<file path="config.mk">
export PLATFORM = sky130hd
export DESIGN_NAME = pool_stream_ctrl
export DESIGN_NICKNAME = d
export VERILOG_FILES = /design/src/rtl/pool_stream_ctrl.sv
export SDC_FILE = /design/constraint.sdc
export NUM_CORES = 1
export LEC_CHECK = 0
export ABC_AREA = 1
export BUFFER_PORTS_ARGS = -buffer_cell sky130_fd_sc_hd__buf_2
export CAP_MARGIN = 20
export CORE_ASPECT_RATIO = 0.75
export CORE_UTILIZATION = 34
export DETAILED_ROUTE_END_ITERATION = 10
export GPL_TIMING_DRIVEN = 1
export SLEW_MARGIN = 20
export SYNTH_ARGS = -nofsm -noshare
export SYNTH_HDL_FRONTEND = slang
export SYNTH_SLANG_ARGS = --single-unit
</file>
<file path="constraint.sdc">
create_clock -name clk -period 2.2 [get_ports clk]
set_input_delay 0.44 -clock clk [delete_from_list [all_inputs] [get_ports clk]]
set_output_delay 0.44 -clock clk [all_outputs]
set_load 0.05 [all_outputs]
</file>
<file path="src/rtl/pool_stream_ctrl.sv">
// Streaming 2x2 / stride-2 max-pooling sequencer: raster-order pixels in,
// one pooled maximum per window out, valid/ready on both sides.
module pool_stream_ctrl #(
  parameter int unsigned DATA_W = 4,
  parameter int unsigned IMG_W  = 4,
  parameter int unsigned IMG_H  = 4
) (
  input  logic              clk,
  input  logic              rst,
  input  logic              start,
  input  logic              in_valid,
  input  logic [DATA_W-1:0] in_data,
  output logic              in_ready,
  output logic              out_valid,
  output logic [DATA_W-1:0] out_data,
  output logic              out_last,
  input  logic              out_ready,
  output logic              busy,
  output logic              done
);

  localparam int unsigned COL_W  = (IMG_W > 2) ? $clog2(IMG_W) : 1;
  localparam int unsigned ROW_W  = (IMG_H > 2) ? $clog2(IMG_H) : 1;
  localparam int unsigned PAIRS  = IMG_W / 2;
  localparam int unsigned PAIR_W = (IMG_W > 2) ? $clog2(PAIRS) : 1;

  typedef enum logic [1:0] {IDLE, RUN, FLUSH} poolStateT;

  poolStateT         state, stateNext;
  logic [COL_W-1:0]  col;
  logic [ROW_W-1:0]  row;
  logic [DATA_W-1:0] hold;
  logic [DATA_W-1:0] lbuf [PAIRS];
  logic [PAIR_W-1:0] pairIdx;
  logic [DATA_W-1:0] pairMax, winMax;
  logic              inFire, outFire, lastPix, loadResult, doneNext;

  assign in_ready   = (state == RUN) && (!out_valid || out_ready);
  assign inFire     = in_valid && in_ready;
  assign outFire    = out_valid && out_ready;
  assign lastPix    = (row == ROW_W'(IMG_H - 1)) && (col == COL_W'(IMG_W - 1));
  assign pairIdx    = PAIR_W'(col >> 1);
  assign pairMax    = (in_data > hold) ? in_data : hold;
  assign winMax     = (lbuf[pairIdx] > pairMax) ? lbuf[pairIdx] : pairMax;
  assign loadResult = inFire && col[0] && row[0];

  always_ff @(posedge clk or posedge rst) begin
    if (rst) state <= IDLE;
    else     state <= stateNext;
  end

  always_comb begin
    stateNext = state;
    doneNext  = 1'b0;
    unique case (state)
      IDLE:  if (start) stateNext = RUN;
      RUN:   if (inFire && lastPix) stateNext = FLUSH;
      FLUSH: if (outFire) begin
        stateNext = IDLE;
        doneNext  = 1'b1;
      end
      default: stateNext = IDLE;
    endcase
  end

  // Raster position of the next pixel to be accepted
  always_ff @(posedge clk or posedge rst) begin
    if (rst) begin
      col <= '0;
      row <= '0;
    end else if (state == IDLE && start) begin
      col <= '0;
      row <= '0;
    end else if (inFire) begin
      if (col == COL_W'(IMG_W - 1)) begin
        col <= '0;
        row <= row + ROW_W'(1);
      end else begin
        col <= col + COL_W'(1);
      end
    end
  end

  // Partial maxima storage; contents only matter once written this frame
  always_ff @(posedge clk) begin
    if (inFire && !col[0]) hold <= in_data;
    if (inFire && col[0] && !row[0]) lbuf[pairIdx] <= pairMax;
  end

  always_ff @(posedge clk or posedge rst) begin
    if (rst) begin
      out_valid <= 1'b0;
      out_data  <= '0;
      out_last  <= 1'b0;
      busy      <= 1'b0;
      done      <= 1'b0;
    end else begin
      if (loadResult) begin
        out_valid <= 1'b1;
        out_data  <= winMax;
        out_last  <= lastPix;
      end else if (outFire) begin
        out_valid <= 1'b0;
      end
      busy <= (stateNext != IDLE);
      done <= doneNext;
    end
  end

endmodule

</file>
==> summary.md, run 1 <==
| Metric | Value |
|---|---|
| Status | finished, violations left |
| Failing checks | negative setup slack |
| Final number of max-transition violations | 0 |
| Worst-Skew Late Latency | 270 ps |
| Antenna Nets Post-Route | 0 |
| Synth Net Count | 180 |
| Final min period | 2270 ps |
| Clock skew | ~4.2 ps |
| Worst Tran Pin Value | 540 ps |
| Synth top area cells | edfxtp_1 (26%), dfrtp_1 (25%), nand2_1 (12%) |
| Post-synth top area cell | edfxtp_1 |
| CP startpoint kind | register |
| Synth Area per Inst | 8.68 um2 |
| Rel. slew slack | 63.9% |
| Highest Clock Rate | around 0.44 GHz |
| Flop and latch count out of synthesis | 26 |
| DP HPWL | 2220 um |
| Area Growth Syn to Fin | 44.1% |
| Syn. warnings | 0 |
| Worst-path clk slew | 90 ps |
| CP endpoint kind | register |
| Fin Setup TNS | -280 ps |
| Netlist cell types | 19 |
| Period utilisation layout | 103% |
| Final hold vios | 0 |
| Port-buffer cells | 17 |
| Rows | 19 |
| Vias after detailed routing | 1168 |
| Vias in the first global route | 1158 |
| Initial Util | a little under two fifths |
| Post-Synthesis Cell Area | 0.00140 mm2 |
| P_leak | 0.985 nW |
| H-Tree Depth | 1 |
| DR vias/cell | around 4.5 |
| Initial antenna violation count | 0 |
| Global placement routability congestion | a little under 0.8 |
| Sink Count | 26 |
| # DRC | 0 |
| Sequential area share after synthesis | 50.9% |
| Core area | around 0.0038 mm2 |
| CP Data Arrival Time | 2440 ps |
| Total power | 0.00276 W |
| Ant diodes | 0 |
| Largest net degree at the start of global routing | 16 |
| Worst Path Max Fanout | 5 |
| 1st-pass router iterations | 4 |
| Layout cells sized above 1 | 46.9% |
| CTS tree | built |
| Clk buf depth | 2 |
| Gr usage total | 16.1% |
| Hold_buf cts | 0 |
| Gr ovfl total | 0 |
| Avg WL per Cell | 11.9 um |
| Final Setup Violations | 6 |
| Gate Count Post-Synth | 161 |
| Maximum vdd drop | 0.000704 V |
| Initial DRC count | between 60 and 70 |
| # IOs | 18 |
| Kind of critical path | reg -> reg |
| Critical Path RT | 2370 ps |
| Setup ws final | -72.4 ps |
| # Max-Cap Violations | 0 |
| CTS root buf | clkbuf_8 |
| Power per cell area | 1370 mW/mm2 |
| Die Area | 0.00437 mm2 |
| Hold WC Path Type | in -> async |
| CTS Buf Count | 3 |
| First-pass GRT wire length | 5440 um |
| Die X-Extent | approximately 76 um |
| Synth top area share | 25.8% |
| Routed WL | 3080 um |
| Fillers | 354 |
| Die height | approximately 58 um |
| Nets | about 230 |
| Setup repair after global routing missed its margin | true |
## final cells by class
cell class / count / area, um2 / share of cell area (%)
clock buffers: 3 / 41.3 / 2.05
clock inverters: 1 / 30.0 / 1.49
inverters: 32 / 120 / 5.96
multi-input cells: 103 / 774 / 38.4
flip-flops and latches: 26 / 711 / 35.3
well taps: 52 / 65.1 / 3.23
repair buffers: 42 / 273 / 13.5
## where the power goes
group | leakage, nW | internal (W) | switching (W)
Sequential | 0.283 | 0.000672 | 0.0000847
Combinational | 0.666 | 0.000609 | 0.000996
Clock | 0.0357 | 0.000243 | 0.000151
Total | 0.985 | 0.00153 | 0.00123
## flip-flops by register name, indices dropped and copies added (netlist names)
name and count:
lbuf 8, hold 4, out_data 4, col 2, row 2, state 2
busy 1, done 1, out_last 1, out_valid 1
## metrics by stage
step	util, %	cell area [um2]	setup WS (ps)	hold slack, ps	std cells
after floorplan	-	1400	13.4	329	161
after global placement	44.3	1690	-350	473	248
after detailed placement	44.3	1690	-365	466	248
after CTS	52.6	2000	-20.7	205	259
after global routing	53.0	2010	-217	241	259
final	53.0	2010	-72.4	191	259
## logic make-up after synthesis
family,share of synthesized area [%]
adders and majority gates,8.95
and+or+nand+nor,26.1
buffers and inverters,8.59
AOI/OAI and AO/OA,5.55
DFF,50.9
## per-layer routing
| layer | global-route usage, % | up-vias | wire (um) |
|---|---|---|---|
| li1 | - | 606 | - |
| met1 | 23.5 | 548 | 1540 |
| met2 | 25.7 | 12 | 1470 |
| met3 | 3.36 | 2 | 71 |
| met4 | 1.65 | 0 | 6 |
| met5 | 0 | - | 0 |
## worst paths after layout
kind | endpoint | slack (ps) | from | cells past startpoint
setup reg to reg | out_data[3]$_DFFE_PP0P_ | -70 | hold[3]$_DFFE_PP_ | 20
min in group clk | done$_DFF_PP0_ | 430 | out_ready | 3
hold reg to reg | out_data[0]$_DFFE_PP0P_ | 480 | out_data[0]$_DFFE_PP0P_ | 2
max in group asynchronous | col[1]$_DFFE_PP0P_ | 1650 | rst | 2
hold / removal | out_data[1]$_DFFE_PP0P_ | 190 | rst | 2
setup / recovery | out_data[3]$_DFFE_PP0P_ | -70 | hold[3]$_DFFE_PP_ | 20
## Yosys cell counts
cell type,number
inv_1,29
o21ai_0,8
or2_1,3
o21ai_1,1
nand4_1,1
inv_2,3
ha_1,10
nor2_2,1
nor2_1,6
nand2_2,1
nand3_1,19
nor3_4,1
nand2_1,45
nand3_4,1
o21ai_2,2
a21oi_1,3
dfrtp_1,14
or2_2,1
edfxtp_1,12
## what timing repair did
item | CTS | global route
pin swaps | 12 | 6
resized for setup | 43 | 5
setup buffers | 7 | 0
endpoints found under the setup margin | 4 | 6
## critical path: stages, from the launching register on
cell	delay, ps
edfxtp_1	420
inv_2	90
ha_4	210
nand2_2	60
inv_2	50
nand2_2	90
nand2_4	90
nand2_4	100
nand2_2	60
nand2_2	80
inv_2	50
ha_4	270
nand2_2	50
inv_2	80
nand2_2	70
nand2_4	100
nand3_2	70
nand2_2	80
inv_2	30
nand2_1	60
nand2_1	50
## cells in the final DEF (no fill, tap or decap)
cell        n
nand2_1    29
buf_4      25
inv_1      21
buf_2      17
dfrtp_1    14
nand2_2    12
edfxtp_1   12
inv_2      11
nand3_1     9
nand3_2     8
o21ai_0     8
nor2_1      6
nand2_4     5
ha_4        5
ha_1        5
nand3_4     3
or2_1       3
clkbuf_8    3
o21ai_2     2
a21oi_4     1
a21oi_2     1
o21ai_1     1
nor2_2      1
nor3_4      1
or2_2       1
a21oi_1     1
nand4_1     1
bufinv_16   1
(Power assumes the default switching activity.)
==> run 2, diff against run 1 <==
- CORE_MARGIN: unset -> 4
- CTS_BUF_LIST: unset -> sky130_fd_sc_hd__clkbuf_8
- clock period: 2.2 -> 2.34 ns (I/O delays scaled with it)
==> summary.md, run 2 (synthesized netlist as in run 1, its figures left out) <==
| Metric | Value |
|---|---|
| Worst Path Max Fanout | 5 |
| Routed WL | 3210 um |
| R2R Path End | out_data[3]$_DFFE_PP0P_ |
| Critical Path RT | 2510 ps |
| Core area | 0.00380 mm2 |
| Clock skew | around 5.4 ps |
| Final Setup Violations | 0 |
| Die height | 63.5 um |
| Post-layout util | around half |
| # Max-Cap Violations | 0 |
| Final hold vios | 0 |
| H-Tree Depth | 1 |
| Final min period | 2270 ps |
| Gr ovfl total | 0 |
| CP endpoint kind | register |
| Power per cell area | 1280 mW/mm2 |
| Initial Util | 36.7% |
| Ant diodes | 0 |
| Rel. slew slack | 62.7% |
| Worst-Skew Late Latency | roughly 270 ps |
| Final number of max-transition violations | 0 |
| CP Data Arrival Time | 2440 ps |
| Period utilisation layout | 97.0% |
| CP startpoint kind | register |
| Largest Register | lbuf |
| Vias in the first global route | ~1100 |
| Sink Count | 26 |
| P_leak | 0.952 nW |
| Port-buffer cells | 17 |
| Setup repair after global routing missed its margin | true |
| # DRC | 0 |
| Reg2reg start | hold[3]$_DFFE_PP_ |
| Most frequent cells in the layout | nand2_1 (27), inv_1 (22), buf_4 (20), buf_2 (17), nand2_2 (15) |
| 1st-pass router iterations | 4 |
| Critical-path top delay cell | edfxtp_1 |
| R2r worst-path depth | 18 |
| Worst path max stage delay | 410 ps |
| Kind of critical path | reg -> reg |
| Nets | 222 |
| Clk buf depth | 2 |
| # IOs | 18 |
| Fin area | 0.00196 mm2 |
| Commonest non-fill, non-tap cell in the layout | nand2_1 |
| Worst-path clk slew | roughly 90 ps |
| Area Growth Syn to Fin | 40.2% |
| Die Area | 0.00521 mm2 |
| Antenna Nets Post-Route | 0 |
| Initial antenna violation count | 0 |
| Hold WC Path Type | in -> async |
| Gr usage total | 13.1% |
| Worst Tran Pin Value | 557 ps |
| Cells along the critical path | inv_2 > ha_4 > a21oi_2 > nand2_4 > nand2_4 > nand2_2 > nand2_2 > inv_2 > ha_4 > nand2_2 > nand2_2 > nand2_2 > nand2_4 > nand3_2 > nand2_1 > inv_1 > nand2_1 > nand2_1 |
| Initial DRC count | 41 |
| Highest Clock Rate | 0.441 GHz |
| Status | complete, no violations |
| Vias after detailed routing | roughly 1200 |
| Global placement routability congestion | between 0.7 and 0.8 |
| Avg WL per Cell | about 13 um |
| CTS root buf | clkbuf_8 |
| CTS Buf Count | 3 |
| Largest net degree at the start of global routing | 16 |
| First-pass GRT wire length | 5200 um |
| Maximum vdd drop | 0.000612 V |
| Placed inst area | 0.00168 mm2 |
| Fillers | approximately 360 |
| Largest registers | lbuf (8), hold (4), out_data (4) |
| Reg2reg setup slack | 70 ps |
| Die X-Extent | 82.0 um |
| Layout cells sized above 1 | 45.0% |
| CTS tree | built |
| DP HPWL | between 2000 and 2500 um |
| CP most frequent cell | nand2_2 |
| Max reg flops | 8 |
| Rows | 19 |
| DR vias/cell | 4.59 |
[run 2: changes by cell type in the layout (fill, tap and decap cells not counted), sizes merged]
cell	change
buf	-5
[run 2: worst max path at each step]
| stage | from | end | slack (ps) |
|---|---|---|---|
| floorplan | in_data[3] | out_data[0]$_DFFE_PP0P_ | 110 |
| global placement | in_data[1] | out_data[3]$_DFFE_PP0P_ | -220 |
| detailed placement | in_data[3] | out_data[3]$_DFFE_PP0P_ | -260 |
| CTS | hold[3]$_DFFE_PP_ | out_data[3]$_DFFE_PP0P_ | 6 |
| global route | hold[3]$_DFFE_PP_ | out_data[3]$_DFFE_PP0P_ | -120 |
| finish | hold[3]$_DFFE_PP_ | out_data[3]$_DFFE_PP0P_ | 70 |
[run 2: critical path: cells and delay by family (launching register included)]
| family | cells | cell delay [ps] |
|---|---|---|
| simple gates | 12 | 920 |
| compound gates | 1 | 180 |
| flops | 1 | 410 |
| buf+inv | 3 | 180 |
| fa+ha+maj | 2 | 480 |
[run 2: cell type report]
| cell class | count | area, um2 | share of cell area [%] |
|---|---|---|---|
| clock inverters | 1 | 30.0 | 1.53 |
| well taps | 52 | 65.1 | 3.32 |
| inverters | 32 | 120 | 6.13 |
| clock buffers | 3 | 41.3 | 2.11 |
| flip-flops and latches | 26 | 711 | 36.3 |
| repair buffers | 37 | 235 | 12.0 |
| multi-input cells | 103 | 757 | 38.6 |
[run 2: through the flow]
| stage | total power [W] | hold WS (ps) | worst slack, ps | setup TNS (ps) | instances |
|---|---|---|---|---|---|
| 2_1_floorplan | 0.00147 | 357 | 108 | 0 | 161 |
| 4_1_cts | 0.00225 | 222 | 5.93 | 0 | 253 |
| 5_1_grt | 0.00271 | 258 | -122 | -356 | 254 |
| 3_3_place_gp | 0.00181 | 465 | -224 | -818 | 248 |
| 3_5_place_dp | 0.00183 | 463 | -263 | -964 | 248 |
| 6_report | 0.00250 | 223 | 71.1 | 0 | 254 |
[run 2: power breakdown]
group / switching (W) / internal (W)
registers: 0.0000789 / 0.000632
logic: 0.000909 / 0.000508
clock network: 0.000144 / 0.000229
total: 0.00113 / 0.00137
[run 2: timing repair]
| item | in CTS | in global routing |
|---|---|---|
| resized for setup | 6 | 40 |
| hold buffers | 0 | 0 |
| buffers inserted | 1 | 1 |
| pin swaps | 1 | 20 |
| endpoints found under the setup margin | 4 | 4 |
[run 2: per-layer routing]
metal  global-route usage [%]  up-vias  routed length, um
li1                         -      596                  -
met1                     18.8      551               1470
met2                     19.8       15               1610
met3                     3.85        5                111
met4                     1.87        0                 19
met5                        0        -                  0
==> run 3, diff against run 2 <==
- CORE_MARGIN: 4 -> unset
- SETUP_SLACK_MARGIN: unset -> 0.05
==> summary.md, run 3 (synthesized netlist as in run 1, its figures left out) <==
| Metric | Value |
|---|---|
| Status | complete, no violations |
| Final min period | 2280 ps |
| DP HPWL | between 2000 and 2500 um |
| Placed inst area | 0.00168 mm2 |
| Largest net degree at the start of global routing | 16 |
| M1 WL | 1580 um |
| First-pass GRT wire length | roughly 5000 um |
| Critical Path RT | 2510 ps |
| # IOs | 18 |
| Setup ws final | 56.4 ps |
| CP startpoint kind | register |
| Hold_buf cts | 0 |
| Routed WL | 3310 um |
| # Max-Cap Violations | 0 |
| Die X-Extent | 76.0 um |
| Initial Util | around 37% |
| Nets | roughly 230 |
| Power per cell area | 1270 mW/mm2 |
| 1st-pass router iterations | 4 |
| Critical path's top delay family | simple AND/OR/NAND/NOR gates |
| Largest registers | lbuf (8), hold (4), out_data (4) |
| Pre-CTS setup slack | -267 ps |
| Worst Tran Pin Value | 559 ps |
| Number of cells on the critical path | 18 |
| Worst-path clk slew | 100 ps |
| Ant diodes | 0 |
| P_leak | 0.998 nW |
| Most frequent cells in the layout | nand2_1 (25), inv_1 (22), buf_4 (22), buf_2 (17), dfrtp_1 (14) |
| Vias in the first global route | 1101 |
| Vias after detailed routing | about 1200 |
| Final Setup Violations | 0 |
| CP Buf/Inv Count | 3 |
| Core area | 0.00380 mm2 |
| Die Area | 0.00437 mm2 |
| Rows | 19 |
| Worst-Skew Late Latency | roughly 270 ps |
| Final number of max-transition violations | 0 |
| Kind of critical path | reg -> reg |
| CP most frequent cell | nand2_4 |
| CTS tree | built |
| CP Data Arrival Time | 2450 ps |
| CTS root buf | clkbuf_8 |
| Area Growth Syn to Fin | 48.3% |
| Critical-path top delay cell | edfxtp_1 |
| Fin area | 0.00207 mm2 |
| Largest Register | lbuf |
| Commonest non-fill, non-tap cell in the layout | nand2_1 |
| R2r worst-path depth | 18 |
| Hold WC Path Type | in -> async |
| Final hold vios | 0 |
| Clk buf depth | 2 |
| Initial antenna violation count | 0 |
| Period utilisation layout | a little over nine tenths |
| # DRC | 0 |
| Worst path max stage delay | 430 ps |
| Layout cells sized above 1 | 47.3% |
| Met2 WL | 1620 um |
| Initial DRC count | 55 |
| Hold Slack | roughly 220 ps |
| Top layer in use | met4 |
| Cells along the critical path | inv_2 > ha_4 > a21oi_4 > nand2_4 > nand2_8 > nand2_4 > nand2_4 > inv_2 > ha_4 > nand2_2 > nand2_2 > nand2_2 > nand2_4 > nand3_1 > nand2_1 > inv_1 > nand2_1 > nand2_1 |
| Gr ovfl total | 0 |
| Gr usage total | 15.0% |
| DR vias/cell | 4.50 |
| Worst Path Max Fanout | 5 |
| Avg WL per Cell | ~13 um |
| Rel. slew slack | 62.6% |
| H-Tree Depth | 1 |
| Setup repair after global routing missed its margin | true |
| Max reg flops | 8 |
| Sink Count | 26 |
| Port-buffer cells | 17 |
| Maximum vdd drop | 0.000596 V |
| CP endpoint kind | register |
| Met3 wire length | 84 um |
| Die height | 57.5 um |
| CTS Buf Count | 3 |
| Clock skew | 4.90 ps |
| Total power | roughly 0.0026 W |
| Global placement routability congestion | 0.747 |
| Highest Clock Rate | 0.438 GHz |
| Antenna Nets Post-Route | 0 |
run 3: changes by cell type in the layout (fill, tap and decap cells not counted), sizes merged:
cell	before	now
buf	37	40
run 3: area by class of cell:
cell class                      instances  area (um2)
Multi-Input combinational cell        103         836
Inverter                               32         120
Tap cell                               52        65.1
Timing Repair Buffer                   40         270
Clock buffer                            3        41.3
Sequential cell                        26         711
Fill cell                             356        1730
Clock inverter                          1        30.0
run 3: metrics by stage:
stage                     utilization (%)  TNS [ps]  cells
after floorplan                         -         0    161
after global placement               44.2      -816    248
after detailed placement             44.2      -999    248
after CTS                            48.4         0    254
after global routing                 54.5      -285    257
final                                54.5         0    257
run 3: power by group:
group | leakage, nW | internal [W] | switching [W]
clock network | 0.0357 | 0.000229 | 0.000149
logic | 0.679 | 0.000581 | 0.000964
registers | 0.283 | 0.000632 | 0.0000853
total | 0.998 | 0.00144 | 0.00120
run 3: worst paths after layout:
kind | from | endpoint | slack [ps]
min | rst | col[0]$_DFFE_PP0P_ | 220
max reg2reg | hold[3]$_DFFE_PP_ | out_data[0]$_DFFE_PP0P_ | 60
max in group asynchronous | rst | state[0]$_DFF_PP0_ | 1750
min in group clk | out_ready | done$_DFF_PP0_ | 430
max | hold[3]$_DFFE_PP_ | out_data[0]$_DFFE_PP0P_ | 60
min reg2reg | out_data[3]$_DFFE_PP0P_ | out_data[3]$_DFFE_PP0P_ | 490
run 3: routing by layer:
layer	vias to the layer above	track usage (%)
met5	-	0
met1	531	20.7
met4	0	3.30
met3	4	3.36
met2	16	24.3
li1	605	-
run 3: repair_timing:
item / 4_1_cts / 5_1_grt
pin swaps: 2 / 24
resized for setup: 13 / 47
gates cloned: 0 / 0
setup buffers: 2 / 3
endpoints found under the setup margin: 4 / 4
